===== config.mk =====
export PLATFORM = sky130hd
export DESIGN_NAME = irq_controller
export DESIGN_NICKNAME = d
export VERILOG_FILES = /design/src/rtl/irq_controller.sv
export SDC_FILE = /design/constraint.sdc
export NUM_CORES = 1
export LEC_CHECK = 0
export CAP_MARGIN = 40
export CORE_MARGIN = 2
export CORE_UTILIZATION = 47
export DETAILED_ROUTE_END_ITERATION = 7
export PLACE_DENSITY = 0.78
export RECOVER_POWER = 25
export REMOVE_ABC_BUFFERS = 1
export SYNTH_ARGS = -nofsm -noshare
export SYNTH_HDL_FRONTEND = slang
export SYNTH_SLANG_ARGS = --single-unit

===== constraint.sdc =====
create_clock -name clk -period 2 [get_ports clk]
set_input_delay 0.5 -clock clk [delete_from_list [all_inputs] [get_ports clk]]
set_output_delay 0.5 -clock clk [all_outputs]
set_load 0.03 [all_outputs]

===== src/rtl/irq_controller.sv =====
// rtl/irq_controller.sv - synchronised, nested-priority interrupt controller with EOI
module irq_controller #(
  parameter int NUM_IRQ     = 8,
  parameter int SYNC_STAGES = 2,
  parameter int VEC_W       = 8
) (
  input  logic               clk,
  input  logic               arst,
  input  logic [NUM_IRQ-1:0] irq_req,
  input  logic               irq_en,
  input  logic               masks_wrt,
  input  logic               mode_wrt,
  input  logic [NUM_IRQ-1:0] z_bus_in,
  input  logic               int_vector_wrt,
  input  logic               int_ack,
  input  logic               eoi,
  input  logic               clear_all_ints,
  output logic [NUM_IRQ-1:0] irq_masks,
  output logic [NUM_IRQ-1:0] irq_mode,
  output logic [NUM_IRQ-1:0] irq_status,
  output logic [NUM_IRQ-1:0] irq_in_service,
  output logic [VEC_W-1:0]   irq_vector,
  output logic               int_pending
);

  localparam int IDX_W = $clog2(NUM_IRQ);

  logic [SYNC_STAGES-1:0][NUM_IRQ-1:0] sync_q;
  logic [NUM_IRQ-1:0] s_cur;
  logic [NUM_IRQ-1:0] s_prev;
  logic [NUM_IRQ-1:0] set_req;
  logic [NUM_IRQ-1:0] ack_hot;
  logic [NUM_IRQ-1:0] below_ceiling;
  logic [NUM_IRQ-1:0] eligible;
  logic [NUM_IRQ-1:0] status_next;
  logic [NUM_IRQ-1:0] isr_after_eoi;
  logic [NUM_IRQ-1:0] isr_next;
  logic [IDX_W-1:0]   ack_idx;
  logic [IDX_W-1:0]   winner;
  logic [VEC_W-1:0]   vec_next;
  logic               any_eligible;
  logic               blocked;

  assign s_cur   = sync_q[SYNC_STAGES-1];
  assign ack_idx = irq_vector[IDX_W:1];

  // Level channels request every cycle the line is high; edge channels only on a 0->1 step
  assign set_req = s_cur & (irq_mode | ~s_prev);

  // Bring the raw pins into the clock domain and keep one cycle of history for edge detection
  always_ff @(posedge clk or negedge arst) begin
    if (!arst) begin
      sync_q <= '0;
      s_prev <= '0;
    end else begin
      if (SYNC_STAGES > 1) begin
        sync_q <= {sync_q[SYNC_STAGES-2:0], irq_req};
      end else begin
        sync_q <= irq_req;
      end
      s_prev <= s_cur;
    end
  end

  // Decode the acknowledged channel, the nesting ceiling and the highest-priority eligible request
  always_comb begin
    ack_hot       = '0;
    below_ceiling = '0;
    blocked       = 1'b0;
    winner        = '0;
    for (int i = 0; i < NUM_IRQ; i++) begin
      if (int_ack && (ack_idx == IDX_W'(i))) begin
        ack_hot[i] = 1'b1;
      end
      if (irq_in_service[i]) begin
        blocked = 1'b1;
      end
      below_ceiling[i] = ~blocked;
    end
    eligible = irq_status & irq_masks & below_ceiling;
    for (int i = NUM_IRQ - 1; i >= 0; i--) begin
      if (eligible[i]) begin
        winner = IDX_W'(i);
      end
    end
    any_eligible = |eligible;
  end

  // A new set beats an ack on the same channel so a request arriving during the ack is kept
  assign status_next   = clear_all_ints ? '0 : (set_req | (irq_status & ~ack_hot));
  // EOI retires the highest-priority (lowest index) service level before the ack adds a new one
  assign isr_after_eoi = eoi ? (irq_in_service & (irq_in_service - NUM_IRQ'(1))) : irq_in_service;
  assign isr_next      = clear_all_ints ? '0 : (isr_after_eoi | ack_hot);

  // Vector layout is {zeros, index, 1'b0}
  always_comb begin
    vec_next            = '0;
    vec_next[IDX_W:1]   = winner;
  end

  // Mask and mode registers, written from the Z bus by active-low strobes
  always_ff @(posedge clk or negedge arst) begin
    if (!arst) begin
      irq_masks <= '0;
      irq_mode  <= '0;
    end else begin
      if (!masks_wrt) begin
        irq_masks <= z_bus_in;
      end
      if (!mode_wrt) begin
        irq_mode <= z_bus_in;
      end
    end
  end

  // Pending and in-service state
  always_ff @(posedge clk or negedge arst) begin
    if (!arst) begin
      irq_status     <= '0;
      irq_in_service <= '0;
    end else begin
      irq_status     <= status_next;
      irq_in_service <= isr_next;
    end
  end

  // Registered request to the sequencer and the vector latch, which holds when nothing is eligible
  always_ff @(posedge clk or negedge arst) begin
    if (!arst) begin
      irq_vector  <= '0;
      int_pending <= 1'b0;
    end else begin
      int_pending <= irq_en & any_eligible;
      if (!int_vector_wrt && any_eligible) begin
        irq_vector <= vec_next;
      end
    end
  end

endmodule

[After elaboration in Yosys (flattened, before gate mapping)]
Cells that the tools add are included.
Storage, ports and cells
  register bits after elaboration: 60
  input bits: 25
  output and inout port bits: 41
Operators by class
  $add $sub $neg: 1
  equal/unequal tests: 7
  mux-type cells: 27
  bitwise operators: 19
  reduce and logical (&&, ||, !) cells: 12
Operator list (count)
  $and 8x8->8: 5
  $mux 3: 8
  $mux 8: 3
  $or 8x8->8: 3
  $mux 1: 16
  $not 8->8: 2
  $eq 3x3->1 const B: 4
  $logic_and 1x1->1: 9
  $not 1->1: 8
  $reduce_or 8->1: 1
  $sub 8x1->8 const B: 1
  $eq 3x2->1 const B: 2
  $eq 3x1->1 const B: 1
  $logic_not 3->1: 1
  $and 1x1->1: 1
  $logic_not 1->1: 1

[Logic depth before layout (Yosys ltp)]
  depth in word-level cells: 18
  depth in mapped cells: 5

[Least setup slack after synthesis]
No wires, ideal clock.
  kind: reg-to-reg
  start point: register irq_in_service[0]
  end point: register irq_vector[1]
  library setup time: 79 ps
  arrival: 1476 ps
  data required time: 1921 ps
  setup slack: 444 ps
  stages on the path, launching flop included: 6
  path buffers: 0
  cell sequence: dfrtp_1 nor4_4 and2b_1 o21ai_2 a21oi_2 mux2i_1
On the way
  word-level cells in the longest chain between the ends: 18
  elaborated cells on any way between the ends: 27
  those cells by class: 16 x mux; 9 x bitwise; 2 x reduce/logical
Ends and longest elaborated chain
  start, declared: line 21  | output logic [NUM_IRQ-1:0] irq_in_service,
  start signal, assigned: line 123  | irq_in_service <= isr_next;
  $mux 1 (*): line 75  | if (irq_in_service[i]) begin
  $mux 1 (7 in a row): line 75
  $not 1->1: line 78  | below_ceiling[i] = ~blocked;
  $and 8x8->8 (*): line 80  | eligible = irq_status & irq_masks & below_ceiling;
  $mux 3 (8 in a row): line 82  | if (eligible[i]) begin
  end signal, assigned: line 135  | irq_vector <= vec_next;
  end, declared: line 22  | output logic [VEC_W-1:0] irq_vector,
Every way passes the cells marked *; elsewhere a longest branch is shown, timed or not.
A chain may end at the register's enable or synchronous reset.

[Worst setup path after layout]
  start point: register irq_in_service[4]
  end point: output irq_in_service[4]
No word-level cell between the ends.

==> impl_metrics.csv <==
group,metric,value,unit
run_status,status,"complete, no violations",
routing,drtIter0Drc,93,
timing,final_hold_viol_count,0,
timing,finalMaxSlewViolations,0,
floorplanning,core_area,4720,sq um
cells_and_area,layout-area-overhead-vs-synth,35.5,%
worst_setup_path,r2r_setup_slack,360,ps
place,routabilityCongestion,0.829,
grt,number_of_global_route_vias_before_repair,1588,
grt,global_route.usage.total,0.191,
worst_setup_path,setup.worst_path.start_class,"register",
floorplanning,io-pin-count,66,
clocking,postCtsSetupBuffers,0,
cells_and_area,num_antenna_cells,0,
grt,global_route_wire_length_before_repair,7490,microns
worst_setup_path,arrival,1450,ps
worst_setup_path,critical-path-max-stage-delay,710,ps
clocking,clkLatencyLatePin,330,ps
clocking,cts_tree,"yes",
place,detailedPlacementHpwl,3340,microns
grt,grt_antenna_before_repair,0,
clocking,path_clk_slew,60,ps
worst_setup_path,critical_path.slowest_cell,"sky130_fd_sc_hd__clkdlybuf4s50_1",
cells_and_area,final-instance-count-excl-fill,326,
power,internal_power,2.18,mW
power,power.ir.vdd_worst,0.576,mV
power,p_leak,1.44,nW
flow_run,maxCapViolations,0,
timing,slew_headroom,0.0484,
cells_and_area,fillers,370,
routing,first_pass_iteration_count_of_the_detailed_router,4,
routing,remaining_drc_errors,0,
yosys,seq_area_frac_synth,0.654,
clocking,clock-sinks,60,
timing,fmax,512,MHz
yosys,postSynthAreaPerCell,12.2,sq um
timing,rsz0062_at_grt,"false",
power,power_per_cell_area,1040,nW/um^2
timing,finClkSkew,8.43,ps
worst_setup_path,timing_worst_setup_path_type,"register to primary output",
yosys,yosys_warnings,0,
worst_setup_path,cp_top_family,"buffers and inverters",
power,power.net_switching,1.07,mW
floorplanning,die_w,73.9,microns
timing,final.setup.tns,0,ps
worst_setup_path,end_kind,"primary output",
routing,drtAntennaViolNets,0,
cells_and_area,final_nets,281,
power,sequentialPowerShare,0.457,
timing,timing.final.crit_period,1950,ps
place,io_buffer_count,60,
place,numPlacedInstances,312,
timing,worst-slew-pin-transition,1430,ps
timing,post-route-period-util,0.976,
clocking,cts.htree.levels,3,
floorplanning,initial_core_util,0.486,
clocking,cts-root-buf,"sky130_fd_sc_hd__clkbuf_8",
yosys,flops_latches_synth,60,
cells_and_area,layout-drive-gt1-share,0.154,
routing,wirelength,4660,microns
worst_setup_path,critPathRequiredTime,1500,ps
clocking,max-clock-path-buffers,2,
yosys,netlist_instances,188,
floorplanning,fp.dieH,73.9,microns
floorplanning,std_cell_rows,25,
timing,setup_viol_count_final,0,
worst_hold_path,hold_class,"register to register",
clocking,cts_buffers,9,
floorplanning,floorplan.die_area,5460,sq um
worst_setup_path,timing.critical_path.buf_inv,1,
yosys,count_of_cell_types_in_the_netlist,32,
routing,viasPerCell,5.01,
routing,vias,1634,
power,power.clock.fraction,0.271,
worst_setup_path,worstPathMaxFanout,5,
power,power.share.switching,0.328,
grt,grt_overflow,0,
yosys,post_synthesis_cell_area,2300,sq um
power,comb_power_share,0.272,
routing,wl_per_cell,14.3,microns
grt,grt_start_max_net_pins,61,
worst_setup_path,critical_path.cell_chain,"clkdlybuf4s50_1",
==> path summary, 6_finish.rpt <==
| path | start | cells past startpoint | to |
|---|---|---|---|
| min in group asynchronous | arst | 2 | sync_q[7] |
| setup / recovery | irq_in_service[4] | 1 | irq_in_service[4] |
| hold / removal | sync_q[4] | 0 | s_cur[4] |
| setup reg to reg | irq_in_service[0] | 5 | irq_vector[1] |
| max in group asynchronous | arst | 2 | s_prev[2] |
| hold reg to reg | sync_q[4] | 0 | s_cur[4] |
==> stage by stage <==
step                      utilization  worst slack, ps  area [sq um]  hold WS, ps  power [mW]
after floorplan                     -              444          2260          204        2.01
after global placement          0.628              264          2970          333        2.40
after detailed placement        0.628              229          2970          336        2.42
after CTS                       0.660             12.6          3120          170        3.28
after global routing            0.659            0.286          3110          366        3.42
final                           0.659             47.3          3110          347        3.25
==> Yosys cell counts <==
library cell | number | area [sq um]
sky130_fd_sc_hd__o22a_1 | 2 | 17.5
sky130_fd_sc_hd__and2_2 | 1 | 7.51
sky130_fd_sc_hd__nor2_1 | 5 | 18.8
sky130_fd_sc_hd__nand2_1 | 25 | 93.8
sky130_fd_sc_hd__and2_1 | 1 | 6.26
sky130_fd_sc_hd__a21oi_1 | 18 | 90.1
sky130_fd_sc_hd__a21bo_2 | 1 | 10.0
sky130_fd_sc_hd__nor2b_4 | 1 | 13.8
sky130_fd_sc_hd__nor2b_1 | 2 | 12.5
sky130_fd_sc_hd__nor3_2 | 1 | 10.0
sky130_fd_sc_hd__clkbuf_1 | 4 | 15.0
sky130_fd_sc_hd__nor3b_2 | 1 | 12.5
sky130_fd_sc_hd__a21oi_2 | 1 | 8.76
sky130_fd_sc_hd__a21boi_0 | 2 | 15.0
sky130_fd_sc_hd__nand4_1 | 1 | 6.26
sky130_fd_sc_hd__nor4_4 | 1 | 21.3
sky130_fd_sc_hd__o211ai_1 | 1 | 7.51
sky130_fd_sc_hd__nand3b_1 | 3 | 22.5
sky130_fd_sc_hd__and3_1 | 1 | 6.26
sky130_fd_sc_hd__conb_1 | 1 | 3.75
sky130_fd_sc_hd__mux2_2 | 16 | 180
sky130_fd_sc_hd__dfrtp_1 | 60 | 1500
sky130_fd_sc_hd__and2b_1 | 1 | 7.51
sky130_fd_sc_hd__o21ai_0 | 12 | 60.1
sky130_fd_sc_hd__a31oi_1 | 2 | 12.5
sky130_fd_sc_hd__nand4bb_1 | 1 | 11.3
sky130_fd_sc_hd__buf_4 | 5 | 37.5
sky130_fd_sc_hd__inv_1 | 10 | 37.5
sky130_fd_sc_hd__nand3_1 | 5 | 25.0
sky130_fd_sc_hd__mux2i_1 | 1 | 10.0
sky130_fd_sc_hd__o21ai_2 | 1 | 8.76
sky130_fd_sc_hd__o22ai_1 | 1 | 6.26
==> per-layer routing <==
| layer | part of all wire | GRT usage | wire (microns) | up-vias |
|---|---|---|---|---|
| met4 | 0.016 | 0.0808 | 76 | 0 |
| met5 | 0 | 0 | 0 | - |
| met3 | 0.073 | 0.0796 | 338 | 9 |
| li1 | - | - | - | 765 |
| met1 | 0.45 | 0.255 | 2100 | 797 |
| met2 | 0.46 | 0.278 | 2150 | 63 |
==> cells by family after synthesis <==
group                  after synthesis  synth area share
AO/OA/AOI/OAI                       41             0.103
buffers and inverters               19            0.0392
flip-flops                          60             0.654
multiplexers                        17            0.0828
other                                1           0.00163
AND/OR/NAND/NOR                     50             0.120
==> flip-flops by register name (all words and copies together) (netlist names) <==
name and cells:
irq_status 8, irq_vector 3, sync_q 8, irq_masks 8, irq_mode 8, int_pending 1
s_cur 8, irq_in_service 8, s_prev 8
==> timing repair <==
action | in CTS | in global routing
hold buffers | 0 | 0
endpoints found under the setup margin | 4 | 4
gates resized for setup | 4 | 4
==> cell type report <==
type / count / area, sq um / share of cell area
sequential: 60 / 1500 / 0.482
multi-input combinational: 113 / 721 / 0.232
timing repair buffer: 62 / 613 / 0.197
clock buffer: 11 / 141 / 0.0454
tap: 67 / 83.8 / 0.0269
inverter: 10 / 37.5 / 0.0121
clock inverter: 3 / 15.0 / 0.00482
==> layout by cell type, fill, tap and decap left out, types with 2 or more instances in the layout <==
| master | count |
|---|---|
| sky130_fd_sc_hd__conb_1 | 5 |
| sky130_fd_sc_hd__o22a_1 | 2 |
| sky130_fd_sc_hd__dlymetal6s2s_1 | 4 |
| sky130_fd_sc_hd__clkinv_2 | 3 |
| sky130_fd_sc_hd__mux2_2 | 16 |
| sky130_fd_sc_hd__nand3_1 | 5 |
| sky130_fd_sc_hd__dfrtp_1 | 60 |
| sky130_fd_sc_hd__inv_1 | 10 |
| sky130_fd_sc_hd__a21boi_0 | 2 |
| sky130_fd_sc_hd__o21ai_0 | 12 |
| sky130_fd_sc_hd__a31oi_1 | 2 |
| sky130_fd_sc_hd__nor2b_1 | 2 |
| sky130_fd_sc_hd__a21oi_1 | 18 |
| sky130_fd_sc_hd__dlygate4sd2_1 | 4 |
| sky130_fd_sc_hd__clkbuf_8 | 10 |
| sky130_fd_sc_hd__nand3b_1 | 3 |
| sky130_fd_sc_hd__clkdlybuf4s50_1 | 51 |
| sky130_fd_sc_hd__nor2_1 | 5 |
| sky130_fd_sc_hd__nand2_1 | 25 |
==> power by group through the flow <==
stage / Sequential [mW] / Combinational (mW) / Clock (mW)
after floorplan: 1.69 / 0.320 / 0
after global placement: 1.50 / 0.896 / 0
after detailed placement: 1.51 / 0.908 / 0
after CTS: 1.49 / 0.895 / 0.902
after global routing: 1.50 / 0.954 / 0.966
final: 1.49 / 0.882 / 0.881
Power figures use the tool's default switching activity.
